===== config.mk =====
export PLATFORM = sky130hd
export DESIGN_NAME = seg_scan_595_flat
export DESIGN_NICKNAME = d
export VERILOG_FILES = /design/src/rtl/seg_scan_595_if.sv /design/src/rtl/seg_scan_595.sv /design/src/flat_wrapper.sv
export SDC_FILE = /design/constraint.sdc
export NUM_CORES = 1
export LEC_CHECK = 0
export CAP_MARGIN = 15
export CELL_PAD_IN_SITES_DETAIL_PLACEMENT = 0
export CELL_PAD_IN_SITES_GLOBAL_PLACEMENT = 1
export CORE_MARGIN = 3
export CORE_UTILIZATION = 51
export CTS_CLUSTER_DIAMETER = 30
export DETAILED_ROUTE_END_ITERATION = 12
export PLACE_DENSITY = 0.89
export SETUP_SLACK_MARGIN = 0.1
export SKIP_LAST_GASP = 1
export SYNTH_ARGS = -nofsm -noshare
export SYNTH_HDL_FRONTEND = slang
export SYNTH_SLANG_ARGS = --single-unit

===== constraint.sdc =====
create_clock -name Clk -period 10.22 [get_ports Clk]
set_clock_uncertainty 0.2 [all_clocks]
set_input_delay 1.533 -clock Clk [delete_from_list [all_inputs] [get_ports Clk]]
set_output_delay 1.533 -clock Clk [all_outputs]
set_load 0.05 [all_outputs]

===== src/rtl/seg_scan_595_if.sv =====
// seg_scan_595_if
//   Display-data and handshake bundle between the frequency-counter result
//   logic (master) and the seven-segment scanner (slave).
//   master -> slave : digits, dps, blank_lz, load (+ bright with BRIGHTNESS_EN)
//   slave -> master : busy, frame_done, load_pending
//   Optional feature macro: BRIGHTNESS_EN adds the 3-bit bright field.
interface seg_scan_595_if #(
  parameter int NUM_DIGITS = 8
);
  logic [4*NUM_DIGITS-1:0] digits;
  logic [NUM_DIGITS-1:0]   dps;
  logic                    blank_lz;
  logic                    load;
`ifdef BRIGHTNESS_EN
  logic [2:0]              bright;
`endif
  logic                    busy;
  logic                    frame_done;
  logic                    load_pending;

`ifdef BRIGHTNESS_EN
  modport master (output digits, dps, blank_lz, load, bright,
                  input  busy, frame_done, load_pending);
  modport slave  (input  digits, dps, blank_lz, load, bright,
                  output busy, frame_done, load_pending);
`else
  modport master (output digits, dps, blank_lz, load,
                  input  busy, frame_done, load_pending);
  modport slave  (input  digits, dps, blank_lz, load,
                  output busy, frame_done, load_pending);
`endif
endinterface


===== src/rtl/seg_scan_595.sv =====
// seg_scan_595
//   Scans 1..8 seven-segment digits through two cascaded 74HC595s. Each scan
//   slot shifts a 16-bit word {sel[7:0], seg[7:0]} MSB first, then pulses
//   rclk. Display data is double buffered: load captures into a shadow copy
//   that is applied only when the scan index wraps to digit 0, so a frame
//   never mixes old and new data.
//   Ports:
//     Clk, Reset_n       system clock, asynchronous active-low reset
//     bus (slave)        digits/dps/blank_lz/load in; busy/frame_done/
//                        load_pending out
//     dio, rclk, sclk    HC595 SER, storage clock, shift clock
//   Optional feature macro: BRIGHTNESS_EN -- adds bus.bright; once the
//   on-time inside a slot expires the blank word is shifted to dim the digit.
//
//   state | meaning
//   IDLE  | waiting for a slot tick (or a dimming request)
//   SHIFT | 16 bits out, sclk low then high for SCLK_DIV cycles each
//   LATCH | rclk low SCLK_DIV cycles (setup), then rclk high SCLK_DIV cycles
module seg_scan_595 #(
  parameter int NUM_DIGITS     = 8,
  parameter int CLOCK_FREQ     = 50000000,
  parameter int SCAN_FREQ      = 1000,
  parameter int SCLK_DIV       = 4,
  parameter bit SEL_ACTIVE_LOW = 1'b1,
  parameter bit SEG_ACTIVE_LOW = 1'b0
) (
  input  logic          Clk,
  input  logic          Reset_n,
  seg_scan_595_if.slave bus,
  output logic          dio,
  output logic          rclk,
  output logic          sclk
);

  localparam int SCAN_PERIOD = CLOCK_FREQ / SCAN_FREQ;
  localparam int CW = $clog2(SCAN_PERIOD);
  localparam int IW = (NUM_DIGITS > 1) ? $clog2(NUM_DIGITS) : 1;
  localparam int PW = (SCLK_DIV > 1) ? $clog2(SCLK_DIV) : 1;
  localparam logic [PW-1:0] PHASE_LAST = PW'(SCLK_DIV - 1);
  localparam logic [7:0]  SEL_OFF    = SEL_ACTIVE_LOW ? 8'hFF : 8'h00;
  localparam logic [7:0]  SEG_OFF    = SEG_ACTIVE_LOW ? 8'hFF : 8'h00;
  localparam logic [15:0] BLANK_WORD = {SEL_OFF, SEG_OFF};

  typedef enum logic [1:0] {IDLE, SHIFT, LATCH} state_t;

  state_t                  state;
  logic [CW-1:0]           scan_cnt;
  logic [IW-1:0]           idx;
  logic [PW-1:0]           phase;
  logic [3:0]              bit_cnt;
  logic [15:0]             word;
  logic                    last_digit;
  logic                    busy_r;
  logic                    frame_done_r;
  logic                    load_pending_r;
  logic                    valid;
  logic [4*NUM_DIGITS-1:0] sh_digits, act_digits;
  logic [NUM_DIGITS-1:0]   sh_dps, act_dps;
  logic                    sh_blz, act_blz;
`ifdef BRIGHTNESS_EN
  logic [2:0]              sh_bright, act_bright;
  logic [31:0]             on_time;
`endif

  logic                    tick, take, wrap, boundary, dim_req;
  logic [IW-1:0]           idx_nxt;
  logic [4*NUM_DIGITS-1:0] src_digits;
  logic [NUM_DIGITS-1:0]   src_dps;
  logic                    src_blz, src_valid;
  logic                    lz_run, blank_i, dp_i;
  logic [3:0]              dig_i;
  logic [7:0]              cur_seg, sel_onehot;
  logic [15:0]             digit_word, start_word;

  assign bus.busy         = busy_r;
  assign bus.frame_done   = frame_done_r;
  assign bus.load_pending = load_pending_r;

  function automatic logic [6:0] hex7(input logic [3:0] h);
    case (h)
      4'h0: hex7 = 7'b1111110;
      4'h1: hex7 = 7'b0110000;
      4'h2: hex7 = 7'b1101101;
      4'h3: hex7 = 7'b1111001;
      4'h4: hex7 = 7'b0110011;
      4'h5: hex7 = 7'b1011011;
      4'h6: hex7 = 7'b1011111;
      4'h7: hex7 = 7'b1110000;
      4'h8: hex7 = 7'b1111111;
      4'h9: hex7 = 7'b1111011;
      4'hA: hex7 = 7'b1110111;
      4'hB: hex7 = 7'b0011111;
      4'hC: hex7 = 7'b1001110;
      4'hD: hex7 = 7'b0111101;
      4'hE: hex7 = 7'b1001111;
      default: hex7 = 7'b1000111;
    endcase
  endfunction

  // The word is built from the values that will be current after this edge,
  // so digit 0 of a new frame already shows the freshly copied shadow data.
  always_comb begin
    tick       = (scan_cnt == CW'(SCAN_PERIOD - 1));
    take       = tick && !busy_r;
    wrap       = (idx == IW'(NUM_DIGITS - 1));
    idx_nxt    = wrap ? '0 : idx + IW'(1);
    boundary   = take && wrap && load_pending_r;
    src_digits = boundary ? sh_digits : act_digits;
    src_dps    = boundary ? sh_dps    : act_dps;
    src_blz    = boundary ? sh_blz    : act_blz;
    src_valid  = boundary || valid;
  end

  // Leading-zero run walks down from the top digit; digit 0 always shows.
  always_comb begin
    lz_run  = src_blz;
    blank_i = 1'b0;
    dp_i    = 1'b0;
    dig_i   = 4'h0;
    cur_seg = 8'h00;
    for (int i = NUM_DIGITS - 1; i >= 0; i--) begin
      dig_i   = src_digits[4*i +: 4];
      dp_i    = src_dps[i];
      blank_i = lz_run && (i != 0) && (dig_i == 4'h0) && !dp_i;
      if (!blank_i) lz_run = 1'b0;
      if (IW'(i) == idx_nxt) cur_seg = blank_i ? 8'h00 : {dp_i, hex7(dig_i)};
    end
  end

  always_comb begin
    sel_onehot = 8'd1 << idx_nxt;
    digit_word = {SEL_ACTIVE_LOW ? ~sel_onehot : sel_onehot,
                  SEG_ACTIVE_LOW ? ~cur_seg    : cur_seg};
    if (!src_valid) digit_word = BLANK_WORD;
    start_word = take ? digit_word : BLANK_WORD;
  end

`ifdef BRIGHTNESS_EN
  always_comb begin
    on_time = ((32'(act_bright) + 32'd1) * 32'(SCAN_PERIOD)) >> 3;
    dim_req = (act_bright != 3'd7) && !busy_r && (32'(scan_cnt) == on_time);
  end
`else
  assign dim_req = 1'b0;
`endif

  always_ff @(posedge Clk or negedge Reset_n) begin
    if (!Reset_n) begin
      state          <= IDLE;
      scan_cnt       <= '0;
      idx            <= '0;
      phase          <= '0;
      bit_cnt        <= 4'd0;
      word           <= 16'h0000;
      last_digit     <= 1'b0;
      busy_r         <= 1'b0;
      frame_done_r   <= 1'b0;
      load_pending_r <= 1'b0;
      valid          <= 1'b0;
      sh_digits      <= '0;
      act_digits     <= '0;
      sh_dps         <= '0;
      act_dps        <= '0;
      sh_blz         <= 1'b0;
      act_blz        <= 1'b0;
`ifdef BRIGHTNESS_EN
      sh_bright      <= 3'd7;
      act_bright     <= 3'd7;
`endif
      dio            <= 1'b0;
      rclk           <= 1'b0;
      sclk           <= 1'b0;
    end else begin
      frame_done_r <= 1'b0;
      scan_cnt     <= tick ? '0 : scan_cnt + CW'(1);

      if (bus.load) begin
        sh_digits      <= bus.digits;
        sh_dps         <= bus.dps;
        sh_blz         <= bus.blank_lz;
`ifdef BRIGHTNESS_EN
        sh_bright      <= bus.bright;
`endif
        load_pending_r <= 1'b1;
      end

      // A coincident load keeps the pending flag for the following frame.
      if (boundary) begin
        act_digits <= sh_digits;
        act_dps    <= sh_dps;
        act_blz    <= sh_blz;
`ifdef BRIGHTNESS_EN
        act_bright <= sh_bright;
`endif
        valid      <= 1'b1;
        if (!bus.load) load_pending_r <= 1'b0;
      end

      if (take) idx <= idx_nxt;

      case (state)
        IDLE: begin
          if (take || dim_req) begin
            state      <= SHIFT;
            busy_r     <= 1'b1;
            word       <= start_word;
            dio        <= start_word[15];
            sclk       <= 1'b0;
            phase      <= PHASE_LAST;
            bit_cnt    <= 4'd15;
            last_digit <= take && (idx_nxt == IW'(NUM_DIGITS - 1));
          end
        end
        SHIFT: begin
          if (phase != '0) begin
            phase <= phase - PW'(1);
          end else begin
            phase <= PHASE_LAST;
            if (!sclk) begin
              sclk <= 1'b1;
            end else begin
              sclk <= 1'b0;
              if (bit_cnt == 4'd0) begin
                state <= LATCH;
              end else begin
                bit_cnt <= bit_cnt - 4'd1;
                dio     <= word[bit_cnt - 4'd1];
              end
            end
          end
        end
        LATCH: begin
          if (phase != '0) begin
            phase <= phase - PW'(1);
          end else if (!rclk) begin
            rclk  <= 1'b1;
            phase <= PHASE_LAST;
          end else begin
            rclk         <= 1'b0;
            state        <= IDLE;
            busy_r       <= 1'b0;
            frame_done_r <= last_digit;
          end
        end
        default: state <= IDLE;
      endcase
    end
  end

endmodule

===== src/flat_wrapper.sv =====
// flat-port wrapper written by rule: the top's interface ports become plain ports
module seg_scan_595_flat 
#(
  parameter int NUM_DIGITS     = 8,
  parameter int CLOCK_FREQ     = 50000000,
  parameter int SCAN_FREQ      = 1000,
  parameter int SCLK_DIV       = 4,
  parameter bit SEL_ACTIVE_LOW = 1'b1,
  parameter bit SEG_ACTIVE_LOW = 1'b0
)
  (Clk, Reset_n, dio, rclk, sclk, bus_digits, bus_dps, bus_blank_lz, bus_load, bus_busy, bus_frame_done, bus_load_pending);
  seg_scan_595_if #(.NUM_DIGITS(NUM_DIGITS)) bus_i ();
  input  logic Clk;
  input  logic Reset_n;
  output logic dio;
  output logic rclk;
  output logic sclk;
  input wire logic [$bits(bus_i.digits)-1:0] bus_digits;
  input wire logic [$bits(bus_i.dps)-1:0] bus_dps;
  input wire logic [$bits(bus_i.blank_lz)-1:0] bus_blank_lz;
  input wire logic [$bits(bus_i.load)-1:0] bus_load;
  output wire logic [$bits(bus_i.busy)-1:0] bus_busy;
  output wire logic [$bits(bus_i.frame_done)-1:0] bus_frame_done;
  output wire logic [$bits(bus_i.load_pending)-1:0] bus_load_pending;
  assign bus_i.digits = bus_digits;
  assign bus_i.dps = bus_dps;
  assign bus_i.blank_lz = bus_blank_lz;
  assign bus_i.load = bus_load;
  assign bus_busy = bus_i.busy;
  assign bus_frame_done = bus_i.frame_done;
  assign bus_load_pending = bus_i.load_pending;
  seg_scan_595 #(.NUM_DIGITS(NUM_DIGITS), .CLOCK_FREQ(CLOCK_FREQ), .SCAN_FREQ(SCAN_FREQ), .SCLK_DIV(SCLK_DIV), .SEL_ACTIVE_LOW(SEL_ACTIVE_LOW), .SEG_ACTIVE_LOW(SEG_ACTIVE_LOW)) u_core (.Clk(Clk), .Reset_n(Reset_n), .bus(bus_i), .dio(dio), .rclk(rclk), .sclk(sclk));
endmodule

# ---- After elaboration in Yosys (flattened, before gate mapping)
# Memories as Yosys holds them, arrays and structs flattened.
# Cells that the tools add are included.
dict set report word_totals {
  out_inout_bits 6
  in_bits 44
  mem_count 8
  register_bits 133
  wordCells 170
  romBits 896
}
# memory depth width read_ports rd_ports_with_merged_regs write_ports line_no
set memory_table {}
lappend memory_table {{(no name shown)} 16 7 1 0 0 seg_scan_595.sv:80} ;# case (h)
lappend memory_table {{(no name shown)} 16 7 1 0 0 seg_scan_595.sv:80}
lappend memory_table {{(no name shown)} 16 7 1 0 0 seg_scan_595.sv:80}
lappend memory_table {{(no name shown)} 16 7 1 0 0 seg_scan_595.sv:80}
lappend memory_table {{(no name shown)} 16 7 1 0 0 seg_scan_595.sv:80}
lappend memory_table {{(no name shown)} 16 7 1 0 0 seg_scan_595.sv:80}
lappend memory_table {{+2 memories} n/a n/a n/a n/a n/a n/a}
dict set report classes {
  mux 66
  n_addsub 4
  shifts 1
  magnitude_cmp 1
  n_eq_ne 20
  reduce_logical 48
  bitwise_logic 2
}
# operator count
set ops {}
lappend ops {{$mux 8} 16}
lappend ops {{$logic_not 4->1} 8}
lappend ops {{$mux 16} 2}
lappend ops {{$mux 32} 1}
lappend ops {{$mux 1} 25}
lappend ops {{$mux 2} 10}
lappend ops {{$logic_and 1x1->1} 18}
lappend ops {{$add 16x1->16 const B} 1}
lappend ops {{$eq 16x16->1 const B} 1}
lappend ops {{$mux 4} 4}
lappend ops {{$eq 3x3->1 const A} 4}
lappend ops {{$pmux 2 s3} 2}
lappend ops {{$logic_not 1->1} 8}
lappend ops {{$ne 2x1->1 const B} 4}
lappend ops {{$not 8->8} 1}
lappend ops {{$pmux 4 s2} 1}
lappend ops {{$shl 1x3->8 const A} 1}
lappend ops {{$eq 2x3->1 const A} 2}
lappend ops {{$eq 3x3->1 const B} 2}
lappend ops {{$ne 2x2->1 const B} 3}
lappend ops {{$pmux 1 s2} 3}
lappend ops {{$reduce_and 3->1} 2}
lappend ops {{$reduce_and 6->1} 1}
lappend ops {{$reduce_bool 2->1} 3}
lappend ops {{other kinds (18)} 19}

# ---- Logic depth before layout (Yosys ltp)
# Gate-level depths: netlist of run 1.
dict set report logic_depth {
  ltp_word 32
  mapped_depth 19
  ltp_nobuf 16
}

# ---- Least setup slack after synthesis of run 1
# OpenSTA, ideal clock, no wires.
dict set report synth_path {
  path_type {reg-to-reg}
  startpoint {register u_core.idx[0]}
  endpoint {register u_core.word[1]}
  setup_time_ps 121
  required_time_ps 9899
  setup_slack_ps 4747
  path_stages_with_launch 20
  arrival_time_ps 5152
  cell_sequence {dfrtp_1 ha_1 ha_1 and3b_1 buf_2 nand2_1 buf_2 buf_1 clkbuf_1 mux2i_1 ha_1 nor4bb_1 nand4b_1 nor4b_1 nand4_1 a21boi_2 a31oi_1 o221a_2 a311o_1 a22o_1}
}
dict set report synth_between {
  elab_chain_len 29
  elab_cells_between_ends 75
  classes_between {add/sub (1); eq/ne (8); mux (26); reduce/logical (32); memory (8)}
}
# element line_no
set synth_rtl {}
lappend synth_rtl {{start: declaration} seg_scan_595.sv:48} ;# logic [IW-1:0] idx;
lappend synth_rtl {{start signal: assignment} seg_scan_595.sv:199} ;# if (take) idx <= idx_nxt;
lappend synth_rtl {{$eq 3x3->1} seg_scan_595.sv:105} ;# wrap = (idx == IW'(NUM_DIGITS - 1));
lappend synth_rtl {{$logic_and 1x1->1 (2 in series)} seg_scan_595.sv:107} ;# boundary = take && wrap && load_pending_r;
lappend synth_rtl {{$mux 32} n/a}
lappend synth_rtl {{$logic_not 4->1} seg_scan_595.sv:124} ;# blank_i = lz_run && (i != 0) && (dig_i == 4'h0) && !dp_i;
lappend synth_rtl {{$logic_and 1x1->1 (2 in series)} seg_scan_595.sv:124}
lappend synth_rtl {{$mux 1} seg_scan_595.sv:125} ;# if (!blank_i) lz_run = 1'b0;
lappend synth_rtl {{$logic_and 1x1->1 (2 in series)} seg_scan_595.sv:124}
lappend synth_rtl {{$mux 1} seg_scan_595.sv:125}
lappend synth_rtl {{[... 5 more ...]} n/a}
lappend synth_rtl {{$mux 1} seg_scan_595.sv:125}
lappend synth_rtl {{$logic_and 1x1->1 (2 in series)} seg_scan_595.sv:124}
lappend synth_rtl {{$mux 1} seg_scan_595.sv:125}
lappend synth_rtl {{$logic_and 1x1->1 (2 in series)} seg_scan_595.sv:124}
lappend synth_rtl {{$mux 1} seg_scan_595.sv:125}
lappend synth_rtl {{$logic_and 1x1->1 (2 in series)} seg_scan_595.sv:124}
lappend synth_rtl {{$mux 8 (3 in series)} seg_scan_595.sv:126} ;# if (IW'(i) == idx_nxt) cur_seg = blank_i ? 8'h00 : {dp_i, hex7(dig_i)};
lappend synth_rtl {{$mux 16 (*)} seg_scan_595.sv:134} ;# if (!src_valid) digit_word = BLANK_WORD;
lappend synth_rtl {{end signal: assignment} seg_scan_595.sv:206} ;# word <= start_word;
lappend synth_rtl {{end: declaration} seg_scan_595.sv:51} ;# logic [15:0] word;
# Mark *: on every way between the ends. The rest lies on a longest branch, timed or not.
# A chain may end at the register's enable or synchronous reset.

# ---- Worst setup path in the final report of run 1
# Ends and elaborated chain as after synthesis.

==> reports/results.ini, run 1 <==
[worst_setup_path]
cp_slowest_stage_delay_ns=0.53
required_ns=10.34
cp_max_fo=47
end_kind=register
startpoint_type=register
reg2reg_from=u_core.idx[0]
reg2reg_slack_ns=4.28
crit_type=register to register
crit_slowest_cell=buf_4
cp_cell_sequence=ha_1 > ha_1 > and3b_1 > nand2_2 > buf_4 > mux2i_1 > ha_1 > nor4bb_1 > nand4b_1 > nor4b_1 > nand4_1 > a21boi_2 > a31oi_1 > o221a_2 > a311o_1 > a22o_1
crit_arrival_ns=6.06
r2r_end=u_core.word[1]
ff2ff_path_depth=16
path_common_cell=ha_1

[route]
drcViolationCount=0
ant_nets=0
dr_total_vias=7479
wl_per_cell_um=18.9
drt_pass1_iterations=5
wirelength_mm=23.3
detail_route.vias_per_cell=6.06
drtIter0Drc=652

[clock_network]
cts_hold_buf=0
cts_tree=built
post_cts_resized=0
cts_root_buf=clkbuf_16
cts.path.max_buffers=2
cts.sink_count=133
numCtsBuffers=17
clk_latency_ns=0.44
cts_setup_buffers=0
clk_pin_slew_ns=0.06
htree_levels=4

[final_layout]
fillCellCount=1478
antenna_cells=0
drive_above_1_share_pct=10.8
multi_input_area_mm2=0.00522
stdcell_area_mm2=0.0102
area.growth.synth_to_final_pct=13.9
nets=1107
regArea_mm2=0.00333

[floorplan]
fp-row-count=47
core_area_mm2=0.0169
die_y_um=139
ios=50
die_area_mm2=0.0192
die_x_um=139
start_util_pct=53.1

[grt]
grt_pass1_wl_mm=38.3
grt_pass1_vias=7257
grt_max_degree=74
antenna_found_initial=0
grt_overflow=0
track_usage_pct=24.5

[synthesis]
synth-seq-cells=133
synth_edf_count=0
synth_area_leaders=dfrtp_1, ha_1, mux2_2
syn-num-nets=1081
yosysSeqAreaShare_pct=37.2
synth_warnings=0
synth.most_common_cell=dfrtp_1
syn_inst=975
synth.avg_cell_area_um2=9.18
synth_top_area_cell=dfrtp_1
netlist_area_mm2=0.00895
yosysTopAreaCellShare_pct=37.2
synth_flop_cell=dfrtp_1
yosys-top-cells-count=dfrtp_1, nand2_1, a21oi_1, ha_1, nor2_1
yosysUniqueCellTypes=81
async_reset_ff_share_pct=100

[timing]
rsz0062_at_grt=false
worst_slew_pin_slew_ns=1.02
drv_slew=0
layout_setup_ws_ns=4.28
fmax_ghz=0.168
relSlewSlack_pct=32.1
setup_tns_ns=0
fin_crit_sh_pct=58.1
setup_violations=0
finalHoldViolations=0
fin_crit_ns=5.94
hold_ws_ns=0.256

[min_path]
hp-class=register to register
hold_depth=1
hold_path_end=u_core.scan_cnt[0]
worstHoldStart=u_core.scan_cnt[0]

[pwr]
vdd_drop_max_v=0.000121
p_leak_nw=4.65
powerDensity_mw_per_mm2=125

[place]
dp_hpwl_mm=16.2
port_buffers=49
place_ws_ns=4.38
gp_congestion=0.952
dpl_cell_area_mm2=0.00958

[run_status]
status=finished clean

[run]
drv_cap=0

[flip-flops by register name, summed over array words and instances (netlist names), 2 cells and up]
| signal | count |
|---|---|
| u_core.act_digits | 32 |
| u_core.sh_digits | 32 |
| u_core.scan_cnt | 16 |
| u_core.word | 16 |
| u_core.act_dps | 8 |
| u_core.sh_dps | 8 |
| u_core.bit_cnt | 4 |
| u_core.idx | 3 |
| u_core.phase | 2 |
| u_core.state | 2 |
[critical path: cells and delay by family (launching register included)]
family          cells  cell delay (ns)
simple gates        6             1.95
fa+ha+maj           3             0.78
buf+inv             1             0.53
flops               1             0.41
compound gates      5             1.44
mux                 1             0.45
[where the power goes]
part	switching (W)	internal [W]	total (W)
Combinational	0.0000236	0.0000347	0.0000583
Sequential	0.0000233	0.000543	0.000566
Clock	0.000234	0.000416	0.000650
Total	0.000281	0.000994	0.00127
[stage by stage]
step | util [%] | instances | power (W)
after floorplan | - | 975 | 0.000598
after global placement | 56.8 | 1202 | 0.000634
after detailed placement | 56.8 | 1202 | 0.000635
after CTS | 60.5 | 1234 | 0.00129
after global routing | 60.5 | 1234 | 0.00132
final | 60.5 | 1234 | 0.00127
[logic make-up after synthesis]
kind of cell / after synthesis / share of synthesized area, %
AOI/OAI and AO/OA: 254 / 19.0
DFF: 133 / 37.2
muxes: 86 / 11.2
buffers and inverters: 105 / 4.61
and+or+nand+nor: 315 / 17.4
xor gates and xnor gates: 20 / 1.96
adders and majority gates: 62 / 8.66
[how the worst max path moves through the flow]
stage / startpoint / end / slack (ns) / cells past startpoint
after CTS: u_core.idx[0] / u_core.word[1] / 4.37 / 16
after detailed placement: u_core.idx[0] / u_core.word[1] / 4.38 / 16
after global placement: u_core.idx[0] / u_core.word[1] / 4.57 / 16
after global routing: u_core.idx[0] / u_core.word[1] / 3.97 / 16
after floorplan: u_core.idx[0] / u_core.word[1] / 4.75 / 19
final: u_core.idx[0] / u_core.word[1] / 4.28 / 16
[cell usage in the layout (no fill, tap or decap), drive strengths merged, types with 12 or more instances in the layout]
cell type and n:
nand3b 15, o21ai 54, nor3 19, clkdlybuf4s50 47
mux2i 36, a21oi 63, mux2 45, xnor2 12
dfrtp 133, clkbuf 25, nor2 60, inv 55
ha 62, a31oi 29, nand2 118, nand3 35
[cell type report]
| class | instances | area share (%) |
|---|---|---|
| Clock buffer | 25 | 4.95 |
| Clock inverter | 7 | 1.15 |
| Inverter | 55 | 2.02 |
| Multi-Input combinational cell | 737 | 51.2 |
| Sequential cell | 133 | 32.6 |
| Tap cell | 220 | 2.70 |
| Timing Repair Buffer | 57 | 5.36 |
[routing by layer]
layer | routed length, um | track usage (%) | part of all wire [%]
met5 | 0 | 0 | 0
met1 | 10600 | 33.4 | 45
met4 | 483 | 7.54 | 2.1
met3 | 1390 | 5.97 | 6.0
met2 | 10800 | 38.8 | 46
Power figures use the tool's default switching activity.
==> run 2, diff against run 1 <==
--- a/config.mk
+++ b/config.mk
@@ -9,10 +9,10 @@
 export CELL_PAD_IN_SITES_DETAIL_PLACEMENT = 0
 export CELL_PAD_IN_SITES_GLOBAL_PLACEMENT = 1
 export CORE_MARGIN = 3
-export CORE_UTILIZATION = 51
+export CORE_UTILIZATION = 43
 export CTS_CLUSTER_DIAMETER = 30
 export DETAILED_ROUTE_END_ITERATION = 12
-export PLACE_DENSITY = 0.89
+export PLACE_DENSITY = 0.81
 export SETUP_SLACK_MARGIN = 0.1
 export SKIP_LAST_GASP = 1
 export SYNTH_ARGS = -nofsm -noshare
==> constraint.sdc (replaced) <==
create_clock -name Clk -period 5.2 [get_ports Clk]
set_clock_uncertainty 0.2 [all_clocks]
set_input_delay 0.78 -clock Clk [delete_from_list [all_inputs] [get_ports Clk]]
set_output_delay 0.78 -clock Clk [all_outputs]
set_load 0.05 [all_outputs]
==> run 2 against run 1 <==
Combinational power is 96% higher. Critical path depth stayed put. Maximum frequency is 26% higher. Power is 100% higher. Register-to-register slack worse by 3.8 ns. Clock power is 110% higher. Largest cell class unchanged. Setup slack worse by 3.8 ns. Clock-buffer cell count is 5 lower. Final area is 1.9% higher. Cell count is 4.5% higher. Global-route usage is 2.8 points lower. Core utilization is 9.4 points lower.
==> reports/results.ini, run 2 (synthesis results as in run 1) <==
[pwr]
vdd_drop_max_v=0.000188  ; +55%
p_leak_nw=4.71  ; +1.3%
powerDensity_mw_per_mm2=248  ; +99%

[timing]
setup_violations=0  ; unchanged
worst_slew_pin_slew_ns=1.05  ; +0.0357 ns
hold_ws_ns=0.263  ; +0.00770 ns
layout_setup_ws_ns=0.472  ; -3.81 ns
fin_crit_sh_pct=90.9  ; +33 points
fmax_ghz=0.211  ; +26%
rsz0062_at_grt=false
drv_slew=0  ; unchanged
relSlewSlack_pct=29.7  ; -2.4 points
setup_tns_ns=0  ; unchanged
finalHoldViolations=0  ; unchanged
fin_crit_ns=4.73  ; -1.21 ns

[grt]
grt_pass1_vias=7342  ; +1.2%
grt_overflow=0  ; unchanged
track_usage_pct=21.7  ; -2.8 points
grt_pass1_wl_mm=38.7  ; +1.0%
antenna_found_initial=0  ; unchanged
grt_max_degree=101  ; +36%

[clock_network]
cts_root_buf=clkbuf_16
cts.sink_count=133  ; unchanged
cts.path.max_buffers=2  ; unchanged
cts_tree=built
clk_pin_slew_ns=0.06  ; about the same
cts_setup_buffers=0  ; unchanged
clk_latency_ns=0.43  ; about the same
numCtsBuffers=17  ; unchanged
cts_hold_buf=0  ; unchanged
post_cts_resized=0  ; unchanged
htree_levels=4  ; unchanged

[worst_setup_path]
startpoint_type=register
end_kind=register
required_ns=5.32  ; -5.02 ns
cp_max_fo=15  ; -68%
crit_arrival_ns=4.85  ; -1.21 ns
crit_path_start=u_core.idx[0]
crit_type=register to register
reg2reg_from=u_core.idx[0]

[final_layout]
drive_above_1_share_pct=12.1  ; +1.2 points
nets=1113  ; +0.54%
reg.largest.list=u_core.act_digits: 32 flops, u_core.sh_digits: 32 flops
fillCellCount=1871  ; +27%
final_cells=1290  ; +4.5%
layout_common_cells=dfrtp_1, nand2_1, a21oi_1, ha_1, nor2_1
layout_commonest_cell=dfrtp_1
area.growth.synth_to_final_pct=16.2
antenna_cells=0  ; unchanged

[place]
placedCellCount=1258  ; +4.7%
port_buffers=49  ; unchanged
dp_hpwl_mm=16.9  ; +4.6%
place_ws_ns=0.246  ; -4.13 ns
gp_congestion=0.945  ; -0.75%

[route]
wl_met1_mm=10.9  ; +2.4%
wl_met2_mm=11.1  ; +2.4%
drt_pass1_iterations=7  ; +2
top_layer=met4
dr_total_vias=7631  ; +2.0%
wirelength_mm=24.0  ; +2.9%
ant_nets=0  ; unchanged
detail_route.vias_per_cell=5.92  ; -2.4%
wl_per_cell_um=18.6  ; -1.6%
dr_wl_met3_mm=1.36  ; -2.4%
drcViolationCount=0  ; unchanged
drtIter0Drc=563  ; -14%

[floorplan]
start_util_pct=44.0  ; -9.1 points
die_y_um=150  ; +8.5%
ios=50  ; unchanged
die_area_mm2=0.0226  ; +18%
fp-row-count=52  ; +11%
die_x_um=150  ; +8.5%
core_area_mm2=0.0204  ; +21%

[min_path]
worstHoldStart=u_core.scan_cnt[0]
hp-class=register to register

[run]
drv_cap=0  ; unchanged

[run_status]
status=finished clean

==> run 2: final timing paths <==
path / slack (ns) / endpoint / depth (start not counted)
worst max-delay path: 0.47 / u_core.word[1] / 16
worst min-delay path: 0.26 / u_core.scan_cnt[0] / 1
worst max register to register: 0.47 / u_core.word[1] / 16
worst min register to register: 0.26 / u_core.scan_cnt[0] / 1
max in group asynchronous: 3.53 / u_core.scan_cnt[11] / 2
min in group asynchronous: 0.28 / u_core.act_digits[30] / 1
==> run 2: per-stage QoR <==
stage,cell area (um^2),power [W],util [%]
after floorplan,8970,0.00118,-
after global placement,9700,0.00125,47.6
after detailed placement,9700,0.00125,47.6
after CTS,10400,0.00262,50.8
final,10400,0.00258,51.1
after global routing,10400,0.00268,51.1
==> run 2: worst max-delay path, cell delays in order, from the launching register on <==
cell and delay [ns]:
dfrtp_1 0.41, ha_1 0.25, ha_1 0.25, and3b_1 0.23, nand2_4 0.19, buf_4 0.27
mux2i_1 0.28, ha_1 0.23, nor4b_1 0.36, nand4_1 0.26, nor2_1 0.26, nand4_1 0.18
a21boi_4 0.29, a31oi_1 0.24, o221a_2 0.19, a311o_1 0.31, a22o_1 0.19
==> run 2: final cells by class <==
type / count / area, um^2 / area share, %
clock buffers: 20 / 457 / 4.39
flip-flops and latches: 133 / 3330 / 32.0
repair buffers: 63 / 592 / 5.69
well taps: 270 / 338 / 3.25
clock inverters: 12 / 200 / 1.92
multi-input cells: 737 / 5280 / 50.8
inverters: 55 / 206 / 1.98
==> run 2: report_power, final <==
group | leakage, nW | switching (W) | internal (W)
Clock | 0.313 | 0.000478 | 0.000876
Combinational | 2.65 | 0.0000461 | 0.0000682
Sequential | 1.75 | 0.0000473 | 0.00107
==> run 2: per-layer routing <==
layer | GRT usage [%] | vias up
met1 | 29.4 | 3712
met4 | 7.73 | 0
li1 | - | 3613
met3 | 5.06 | 48
met5 | 0 | -
met2 | 34.2 | 258
==> run 3, diff against run 2 <==
--- a/config.mk
+++ b/config.mk
@@ -15,6 +15,7 @@
 export PLACE_DENSITY = 0.81
 export SETUP_SLACK_MARGIN = 0.1
 export SKIP_LAST_GASP = 1
+export SLEW_MARGIN = 20
 export SYNTH_ARGS = -nofsm -noshare
 export SYNTH_HDL_FRONTEND = slang
 export SYNTH_SLANG_ARGS = --single-unit
==> results of run 3 <==
Same layout as run 2: the final DEF is identical, and so are final timing and power.
